**src/rtl/ap_drv_pkg.sv**
```systemverilog
// Shared types and helpers for the ap_ctrl_hs initiator: FSM state, default widths,
// saturating increment.
package ap_drv_pkg;

  typedef enum logic [1:0] {
    IDLE,
    ISSUE,
    WAIT_DONE,
    DONE
  } state_t;

  localparam int DEF_CNT_W = 16;
  localparam int DEF_LAT_W = 32;

  // Callers pass their all-ones value as limit; widths up to 32 bits are supported.
  function automatic logic [31:0] sat_inc(input logic [31:0] value, input logic [31:0] limit);
    return (value >= limit) ? value : value + 32'd1;
  endfunction

endpackage

```
**src/rtl/ap_drv_lat_tracker.sv**
```systemverilog
// Per-transaction latency counter with last/max capture. A transaction's latency counts
// its first ap_start-high cycle through its ap_done cycle, inclusive.
module ap_drv_lat_tracker
  import ap_drv_pkg::*;
#(
  parameter int LAT_W = DEF_LAT_W
) (
  input  logic             clock,
  input  logic             reset,
  input  logic             clear,
  input  logic             start_edge,
  input  logic             done_pulse,
  output logic [LAT_W-1:0] last_lat,
  output logic [LAT_W-1:0] max_lat
);

  localparam logic [31:0] LAT_MAX = 32'({LAT_W{1'b1}});

  logic [LAT_W-1:0] count;
  logic [LAT_W-1:0] cur;

  // The start cycle itself counts as 1, so a same-cycle done reports latency 1.
  always_comb begin
    cur = start_edge ? LAT_W'(1) : LAT_W'(sat_inc(32'(count), LAT_MAX));
  end

  always_ff @(posedge clock) begin
    if (reset) begin
      count    <= '0;
      last_lat <= '0;
      max_lat  <= '0;
    end else begin
      count <= cur;
      if (clear) begin
        last_lat <= '0;
        max_lat  <= '0;
      end else if (done_pulse) begin
        last_lat <= cur;
        if (cur > max_lat) max_lat <= cur;
      end
    end
  end

endmodule

```
**src/rtl/ap_ctrl_hs_driver.sv**
```systemverilog
// ap_ctrl_hs initiator: issues a programmed number of ap_start transactions and counts
// ready/done handshakes. Define AP_DRV_LATENCY_EN to build the latency tracker.
module ap_ctrl_hs_driver
  import ap_drv_pkg::*;
#(
  parameter int CNT_W = DEF_CNT_W,
  parameter int LAT_W = DEF_LAT_W
) (
  input  logic             clock,
  input  logic             reset,
  input  logic             cmd_go,
  input  logic [CNT_W-1:0] cfg_num_trans,
  output logic             ap_start,
  input  logic             ap_ready,
  input  logic             ap_done,
  output logic             busy,
  output logic             finish,
  output logic [CNT_W-1:0] started_cnt,
  output logic [CNT_W-1:0] done_cnt,
  output logic             proto_err,
  output logic [LAT_W-1:0] last_lat,
  output logic [LAT_W-1:0] max_lat
);

  localparam logic [31:0] CNT_MAX = 32'({CNT_W{1'b1}});

  state_t           state, next_state;
  logic [CNT_W-1:0] num_trans;
  logic [CNT_W-1:0] done_next;
  logic             accept;
  logic             ready_hs;
  logic             done_pulse;
  logic             violation;

  assign accept     = cmd_go && (state == IDLE || state == DONE);
  assign ready_hs   = (state == ISSUE) && ap_ready;
  assign done_pulse = (ready_hs && ap_done) || (state == WAIT_DONE && ap_done);
  assign done_next  = CNT_W'(sat_inc(32'(done_cnt), CNT_MAX));
  assign violation  = (ap_done && (state == IDLE || state == DONE))
                   || (state == ISSUE && ap_done && !ap_ready)
                   || (state == WAIT_DONE && ap_ready);

  // NOTE: sequential state uses non-blocking assignments so every flop samples pre-edge values.
  always_ff @(posedge clock) begin
    if (reset) state <= IDLE;
    else       state <= next_state;
  end

  // NOTE: next_state defaults to state before the case, so no path leaves it unassigned (no latch).
  always_comb begin
    next_state = state;
    case (state)
      IDLE, DONE: if (cmd_go) next_state = (cfg_num_trans == '0) ? DONE : ISSUE;
      ISSUE: begin
        if (ap_ready) begin
          if (ap_done) next_state = (done_next < num_trans) ? ISSUE : DONE;
          else         next_state = WAIT_DONE;
        end
      end
      WAIT_DONE: if (ap_done) next_state = (done_next < num_trans) ? ISSUE : DONE;
      default:   next_state = IDLE;
    endcase
  end

  // Moore outputs decoded from the state register, so ap_start is glitch-free.
  always_comb begin
    ap_start = (state == ISSUE);
    busy     = (state == ISSUE) || (state == WAIT_DONE);
    finish   = (state == DONE);
  end

  always_ff @(posedge clock) begin
    if (reset) begin
      num_trans   <= '0;
      started_cnt <= '0;
      done_cnt    <= '0;
      proto_err   <= 1'b0;
    end else begin
      if (accept) begin
        num_trans   <= cfg_num_trans;
        started_cnt <= '0;
        done_cnt    <= '0;
      end else begin
        if (ready_hs)   started_cnt <= CNT_W'(sat_inc(32'(started_cnt), CNT_MAX));
        if (done_pulse) done_cnt    <= done_next;
      end
      // A violation in the same cycle as the restart still leaves the flag set.
      proto_err <= (proto_err && !accept) || violation;
    end
  end

`ifdef AP_DRV_LATENCY_EN
  logic start_edge;

  // Fresh entry into ISSUE opens a transaction; ISSUE still waiting on ap_ready does not.
  always_ff @(posedge clock) begin
    if (reset) start_edge <= 1'b0;
    else       start_edge <= (next_state == ISSUE) && !(state == ISSUE && !ap_ready);
  end

  ap_drv_lat_tracker #(.LAT_W(LAT_W)) u_lat (
    .clock      (clock),
    .reset      (reset),
    .clear      (accept),
    .start_edge (start_edge),
    .done_pulse (done_pulse),
    .last_lat   (last_lat),
    .max_lat    (max_lat)
  );
`else
  assign last_lat = '0;
  assign max_lat  = '0;
`endif

endmodule

```
**config.mk**
```make
export PLATFORM = sky130hd
export DESIGN_NAME = ap_ctrl_hs_driver
export DESIGN_NICKNAME = d
export VERILOG_FILES = /design/src/rtl/ap_drv_pkg.sv /design/src/rtl/ap_drv_lat_tracker.sv /design/src/rtl/ap_ctrl_hs_driver.sv
export SDC_FILE = /design/constraint.sdc
export NUM_CORES = 1
export LEC_CHECK = 0
export ABC_AREA = 1
export BUFFER_PORTS_ARGS = -buffer_cell sky130_fd_sc_hd__buf_2
export CORE_MARGIN = 1
export CORE_UTILIZATION = 56
export CTS_BUF_LIST = sky130_fd_sc_hd__clkbuf_2
export DETAILED_ROUTE_END_ITERATION = 7
export PLACE_DENSITY = 0.88
export SYNTH_ARGS = -nofsm -noshare
export SYNTH_HDL_FRONTEND = slang
export SYNTH_SLANG_ARGS = --single-unit
```
**constraint.sdc**
```tcl
create_clock -name clock -period 5.03 [get_ports clock]
set_clock_uncertainty 0.05 [all_clocks]
set_input_delay 0.503 -clock clock [delete_from_list [all_inputs] [get_ports clock]]
set_output_delay 0.503 -clock clock [all_outputs]
set_load 0.02 [all_outputs]
```
* Word level (Yosys, flattened, before mapping) *
Cells that the tools add are included.
W data, S select, Z words.

operators by class
  $add $sub $neg = 2
  $mul = 0
  div/mod/pow operators = 0
  magnitude comparators = 3
  equal/unequal tests = 6
  shift operators = 0
  muxes and demuxes = 8
  bitwise gates (word level) = 1
  reduce and logical (&&, ||, !) cells = 23

operators with widths
  kind                     number
  $add A16 B1 Y16 const B  2
  $ge A16 B16 Y1 const B   2
  $logic_not A16 Y1        1
  $lt A16 B16 Y1           1
  $mux W16                 1
  $mux W2                  6
  $logic_and A1 B1 Y1      9
  $logic_or A1 B1 Y1       6
  $pmux W2 S3              1
  $eq A2 B2 Y1 const B     2
  $ne A2 B2 Y1 const B     2
  $reduce_or A2 Y1         2
  $reduce_and A3 Y1        1
  $eq A2 B1 Y1 const B     1
  $logic_not A1 Y1         2
  $logic_not A2 Y1         1
  $ne A2 B1 Y1 const B     1
  $reduce_and A2 Y1        1
  $not A1 Y1               1

word-level totals
  bits in registers = 51
  latch bits = 0
  RAM bits = 0
  memory bits (read-only) = 0
  input bits = 21
  output and inout port bits = 100
  logic and storage cells = 48
  memories = 0

* Longest topological paths before layout *
Gate-level depths: netlist of run 1.

  depth in word-level cells = 7
  mapped depth = 19

* Worst setup path after synthesis of run 1 *
OpenSTA, ideal clock, no wires.

  path kind = register to register
  start = reg done_cnt[0]
  end = reg state[1]
  data arrival time = 2.515 ns
  slack = 2.343 ns
  cell stages (with the launch flop) = 17
  buffers on the path = 0
  clock period less this slack = 2.687 ns
  cells stage by stage = dfxtp_1 -> ha_1 -> inv_1 -> nor2_2 -> nand2_4 -> nor2_4 -> inv_2 -> nand3_4 -> nor4_4 -> xor2_1 -> ha_1 -> a21oi_1 -> nor2_1 -> a2111oi_0 -> nand2_1 -> nand2_1 -> a21oi_2

between the ends
  word-level cells in the longest chain between the ends = 7
  elaborated cells on any way between the ends = 9

RTL lines
  what                                                      RTL line                                          text
  start: declaration                                        ap_ctrl_hs_driver.sv:19                           output logic [CNT_W-1:0] done_cnt,
  start signal: assignment                                  ap_ctrl_hs_driver.sv:85                           if (done_pulse) done_cnt <= done_next;
  $add A16 B1 Y16 / $ge A16 B16 Y1 (equally long branches)  ap_drv_pkg.sv:17                                  return (value >= limit) ? value : value + 32'd1;
  $mux W16 *                                                ap_drv_pkg.sv:17
  via done_next[13]                                         ap_ctrl_hs_driver.sv:29                           logic [CNT_W-1:0] done_next;
  $lt A16 B16 Y1 *                                          ap_ctrl_hs_driver.sv:56, ap_ctrl_hs_driver.sv:60
  $mux W2 *                                                 ap_ctrl_hs_driver.sv:56, ap_ctrl_hs_driver.sv:60
  $mux W2                                                   ap_ctrl_hs_driver.sv:56                           if (ap_done) next_state = (done_next < num_trans) ? ISSUE : DONE;
  $mux W2                                                   ap_ctrl_hs_driver.sv:55                           if (ap_ready) begin
  $pmux W2 S3 *                                             ap_ctrl_hs_driver.sv:52                           case (state)
  end signal: assignment                                    ap_ctrl_hs_driver.sv:46                           else state <= next_state;
  end: declaration                                          ap_ctrl_hs_driver.sv:27                           state_t state, next_state;

The timed path passes the listed nets; every way through them passes the cells marked *. The select of a mux whose other input is x is not followed.
A chain may end at the register's enable or synchronous reset.

* Worst setup path in the final report of run 1 *
Ends and elaborated chain as after synthesis.

==> results.cfg, run 1 <==
[outcome]
status = complete, no violations

[timing]
relSlewSlack_pct = 44.7
final.setup.tns_ns = 0
fin_ws_ns = 2.18
min_period_over_period_pct = 56.6
grt_setup_unrepaired = false
setup_violations = 0
finalHoldViolCount = 0
worst_slew_pin_slew_ns = 0.828
clock.fmax_mhz = 351
report.final.slew_viol_count = 0
min_period_ns = 2.85

[setup_path]
critPathSlowestCell = dfxtp_1
arrival_ns = 3.16
worst_setup_path_end_kind = flop
rrSetupSlack_ns = 2.18
crit_path_start_kind = flop
cp_top_family = simple AND/OR/NAND/NOR gates
cp_max_fo = 5
cp.required_ns = 5.34
worstPathCellList = ha_1 > inv_1 > nor2_2 > nand2_4 > nor2_4 > inv_2 > nand3_4 > nor4_4 > xor2_1 > ha_1 > a21oi_1 > nor2_1 > a2111oi_0 > nand2_1 > nand2_1 > a21oi_2
critical-path-max-stage-delay_ns = 0.49
path_class = flop to flop
cp_num_buf_inv = 2

[synthesis]
synthAdderAreaFrac_pct = 7.23
syn_inst = 466
yosys.area_share.simple_pct = 19.6
yosys_register_bits = 51
synth_xor_area_share_pct = 3.25
yosys.area.top_type = dfxtp_1
synth_area_sq_um = 3460
synth_top_area_share_pct = 29.5
synth-edff-count = 0
synth.area.top_cells = dfxtp_1 29%, buf_4 14%, inv_1 7.8%
syn_avg_cell_area_sq_um = 7.43
synth.area.mux_share_pct = 0
ys_seq_area_share_pct = 29.5
synth_compound_area_share_pct = 16.9
yosys_warnings = 0
ys.flop_type = dfxtp_1
synth_cell_types = 46
async_flop_share_pct = 0
synth_top_family_by_area = buffers and inverters

[clock_tree]
post-cts-setup-buffers = 0
cts_tree = yes
cts_hold_buffers = 0
numClockSinks = 51
clk_path_buf_depth = 2
htreeDepth = 2
cts_buffers = 5
insertion_delay_ns = 0.43
cts-root-buf = clkbuf_2
clk_pin_slew_worst_paths_ns = 0.26
cts.repair.resized = 0

[place]
routabilityCongestion = 0.962
dp_slack_ns = 2.21
portBuffers = 56
hpwl_mm = 5.22
place_inst = 588

[min_path]
hp-class = primary input to flop

[pwr]
ir_drop_uv = 279
finalPower_uw = 1380
p_per_area_nw_per_um2 = 379
p_leak_uw = 0.00188

[grt]
track_usage_pct = 21.4
antenna_found_initial = 0
grt-ovfl-total = 0
grt_pass1_wl_mm = 11.0
first_global_vias = 2584
grt_start_max_net_pins = 34

[layout]
layout-drive-gt1-share_pct = 18.0
fin_cells = 596
area_growth_pct = 4.91
diodes = 0
nets = 561

[floorplan]
core_sq_um = 5960
io_pins = 121
die_h_microns = 80.6
initial_core_util_pct = 58.2
die_x_microns = 80.6
die_area_sq_um = 6500
rows = 28

[routing]
num_vias = 2870
drtPass1Iterations = 4
ant_nets = 0
routed_wl_mm = 6.51
drc = 0
drt_iter0_drc = 128
via_per_inst = 4.82
wire_per_inst_microns = 10.9

[flow_run]
maxCapViolCount = 0
## worst register-to-register path, cell delays in order (launching register included)
cell,delay [ns]
dfxtp_1,0.49
ha_1,0.21
inv_1,0.08
nor2_2,0.17
nand2_4,0.09
nor2_4,0.15
inv_2,0.08
nand3_4,0.11
nor4_4,0.05
xor2_1,0.23
ha_1,0.30
a21oi_1,0.15
nor2_1,0.05
a2111oi_0,0.36
nand2_1,0.10
nand2_1,0.08
a21oi_2,0.05
## flip-flops by register name, indices dropped and copies added (netlist names)
| register | flops |
|---|---|
| done_cnt | 16 |
| num_trans | 16 |
| started_cnt | 16 |
| proto_err | 1 |
| state | 2 |
## cell usage after synthesis, types with 2 or more instances
cell type	number
nand4_1	4
nand2_1	51
a211oi_1	3
ha_1	20
inv_1	72
nand2_4	2
nor3_1	7
nand2_2	5
o211ai_1	8
o21bai_1	8
nor2_1	25
nor2_4	3
xor2_1	8
nor4_1	3
nor3_2	4
xnor2_1	3
dfxtp_1	51
clkbuf_1	7
nand3_1	13
nor2_2	3
o21ai_0	38
clkinv_2	2
buf_4	64
nand3_2	2
a21oi_1	36
inv_2	3
a31oi_1	2
## per-layer routing
metal  vias up  global-route usage [%]  share of wire, %
li1       1488                       -                 -
met1      1265                    27.0                47
met2       104                    35.9                46
met3        13                    4.77               5.7
met4         0                    6.25               1.6
met5         -                       0                 0
## cell families after synthesis
family / Yosys count
adders and majority gates: 20
buffers and inverters: 151
AOI/OAI and AO/OA: 102
xor gates and xnor gates: 12
DFF: 51
and+or+nand+nor: 129
other: 1
## final timing paths
kind / start / end / cells after the start
max: done_cnt[0] / state[1] / 16
max reg2reg: done_cnt[0] / state[1] / 16
min: reset / proto_err / 2
min reg2reg: num_trans[13] / num_trans[13] / 2
## report_power, final
part	switching, uW	internal (uW)	total, uW	leakage, uW
logic	423	198	622	0.00142
clock network	133	84.4	218	0.0000410
registers	53.2	484	537	0.000416
total	610	766	1380	0.00188
## cell type report
cell class / count / area [sq um]
Timing Repair Buffer: 57 / 288
Clock inverter: 3 / 42.5
Sequential cell: 51 / 1020
Multi-Input combinational cell: 327 / 1870
Tap cell: 75 / 93.8
Fill cell: 557 / 2320
Clock buffer: 5 / 25.0
Inverter: 78 / 295
## through the flow
step           utilization, %  instance area (sq um)  hold slack, ns
2_1_floorplan               -                   3700           0.385
3_3_place_gp             59.9                   3570           0.400
3_5_place_dp             59.9                   3570           0.404
4_1_cts                  61.0                   3630           0.156
5_1_grt                  61.0                   3630           0.112
6_report                 61.0                   3630           0.177
## cells in the final DEF, fill, tap and decap left out, types with 2 or more instances in the layout
master	n
dfxtp_1	51
nor2_4	3
clkinv_1	2
xnor2_1	3
clkbuf_2	5
o21bai_1	8
xor2_1	8
nand2_1	51
nand2_4	2
conb_1	64
nand4_1	4
nor2_1	25
nor3_2	4
inv_2	3
inv_1	72
buf_2	56
nor4_1	3
ha_1	20
nand3_2	2
nor3_1	7
clkinv_2	2
nor2_2	3
a31oi_1	2
a211oi_1	3
nand3_1	13
nand2_2	5
o211ai_1	8
o21ai_0	38
a21oi_1	36
No activity file was read; power rests on OpenSTA's default activity.
==> inputs of run 2 (changes only) <==
Settings changed: CORE_UTILIZATION 56 to 47, PLACE_DENSITY 0.88 to 0.79.
Clock period 5.03 ns to 2.4 ns, I/O delays scaled along.
==> run 2 against run 1 <==
- the run now ends with setup timing left
- die area increased by 19%
- fmax is 9.8% higher
- clock-buffer cell count stayed put
- clock power grew 63%
- register-to-register slack got worse by 2.4 ns
==> results.cfg, run 2 (synthesis results as in run 1) <==
[outcome]
status = finished with violations
violations = setup timing

[min_path]
worstHoldPathCells = 3
hold_end = num_trans[4]
hp-start = cfg_num_trans[4]
hp-class = primary input to flop

[floorplan]
core_sq_um = 6940
initial_core_util_pct = 49.9
rows = 30
die_area_sq_um = 7720
io_pins = 121
die_h_microns = 87.8
die_x_microns = 87.8

[layout]
largest_registers = done_cnt x16, num_trans x16, started_cnt x16
stdcell_area_sq_um = 4080
layout_commonest_cell = inv_1
nets = 605
layout-drive-gt1-share_pct = 27.1
diodes = 0
area_growth_pct = 17.8
layout_common_cells = 71 x inv_1, 64 x conb_1, 56 x buf_2, 51 x nand2_1, 45 x dfxtp_1

[pwr]
ir_drop_uv = 553
pwr-share-seq_pct = 37.0
pwr-share-comb_pct = 51.1
p_sw_uw = 1350
p_leak_uw = 0.00213
clock_power_share_pct = 11.8
swShare_pct = 45.1
internal_power_uw = 1650
p_per_area_nw_per_um2 = 735

[setup_path]
rr_worst_depth = 14
reg2reg_from = done_cnt[0]
crit_path_start_kind = flop
cpMostUsedCell = nand2_1
rr_endpoint = state[1]
worstPathCellList = inv_4 > nor3_4 > nand3_2 > clkinv_2 > nand3_4 > nor4_4 > nand2_2 > xnor2_2 > ha_1 > a21o_1 > a2111oi_2 > nand2_1 > nand2_1 > a21oi_2
path_class = flop to flop
arrival_ns = 2.89
rrSetupSlack_ns = -0.19
cp.required_ns = 2.70
cp_max_fo = 4
worstSetupStartpoint = done_cnt[0]
critical-path-max-stage-delay_ns = 0.44
worst_setup_path_end_kind = flop
critPathSlowestCell = dfxtp_4

[grt]
grt-ovfl-total = 0
grt_pass1_wl_mm = 12.0
first_global_vias = 2722
grt_start_max_net_pins = 33
track_usage_pct = 19.6
antenna_found_initial = 0

[clock_tree]
cts_tree = yes
insertion_delay_ns = 0.44
numClockSinks = 51
clk_path_buf_depth = 2
cts-root-buf = clkbuf_2
htreeDepth = 2
clk_pin_slew_worst_paths_ns = 0.26
cts_buffers = 5

[timing]
min_period_ns = 2.59
setup_violations = 1
relSlewSlack_pct = 54.7
grt_setup_unrepaired = true
min_period_over_period_pct = 108
report.final.slew_viol_count = 0
final.setup.tns_ns = -0.192
clock.fmax_mhz = 386
finalHoldViolCount = 0
fin_ws_ns = -0.192
worst_slew_pin_slew_ns = 0.679

[routing]
drtPass1Iterations = 5
routed_wl_mm = 7.42
ant_nets = 0
via_per_inst = 4.68
wire_per_inst_microns = 11.2
num_vias = 3095
drc = 0
drt_iter0_drc = 140

[place]
routabilityCongestion = 0.888
portBuffers = 56
place_area_sq_um = 3890
hpwl_mm = 5.77

[flow_run]
maxCapViolCount = 0
run 2: final cells by class:
class | instances | area (sq um)
Fill cell | 631 | 2860
Multi-Input combinational cell | 327 | 1950
Sequential cell | 51 | 1040
Timing Repair Buffer | 101 | 623
Inverter | 78 | 305
Tap cell | 96 | 120
Clock buffer | 5 | 25.0
Clock inverter | 3 | 20.0
run 2: per-stage QoR:
stage	worst slack [ns]	std cells	utilization [%]	power (uW)	hold slack, ns
global route	-0.312	661	58.8	3240	0.00214
finish	-0.192	661	58.8	3000	0.0341
global placement	-0.142	644	56.0	2540	0.405
detailed placement	-0.271	644	56.0	2600	0.396
CTS	-0.169	658	58.1	2980	0.0171
floorplan	-0.115	529	-	2230	0.259
run 2: worst max-delay path, delay by kind of cell, from the launching register on:
kind,cells,cell delay [ns]
AND/OR/NAND/NOR,7,0.90
AO/OA/AOI/OAI,3,0.54
flip-flops,1,0.44
adder cells (fa/ha/maj),1,0.32
XOR/XNOR,1,0.16
buffers and inverters,2,0.11
run 2: per-layer routing:
metal / track usage [%] / wire, microns / share of wire [%] / up-vias
met3: 3.20 / 436 / 5.9 / 7
met5: 0 / 0 / 0 / -
met4: 4.92 / 73 / 0.98 / 0
li1: - / - / - / 1575
met1: 25.5 / 3310 / 45 / 1396
met2: 33.8 / 3600 / 49 / 117
run 2: what timing repair did:
item                                    4_1_cts  5_1_grt
gates resized for setup                       9        7
endpoints found under the setup margin        1        1
setup buffers                                 4        3
hold buffers                                  2        0
pin swaps                                    12        5
endpoints found under the hold margin         2        0
run 2: worst max path at each step:
stage	end	slack (ns)	depth (start not counted)
detailed placement	state[1]	-0.27	15
global route	state[1]	-0.31	14
finish	state[1]	-0.19	14
CTS	state[1]	-0.17	14
global placement	state[1]	-0.14	15
floorplan	state[1]	-0.12	17
run 2: power groups by stage:
stage	registers [uW]	logic, uW	clock network [uW]
final	1110	1530	355
after global routing	1130	1710	402
after CTS	1110	1510	369
after detailed placement	1120	1470	0
after global placement	1120	1420	0
after floorplan	1210	1020	0
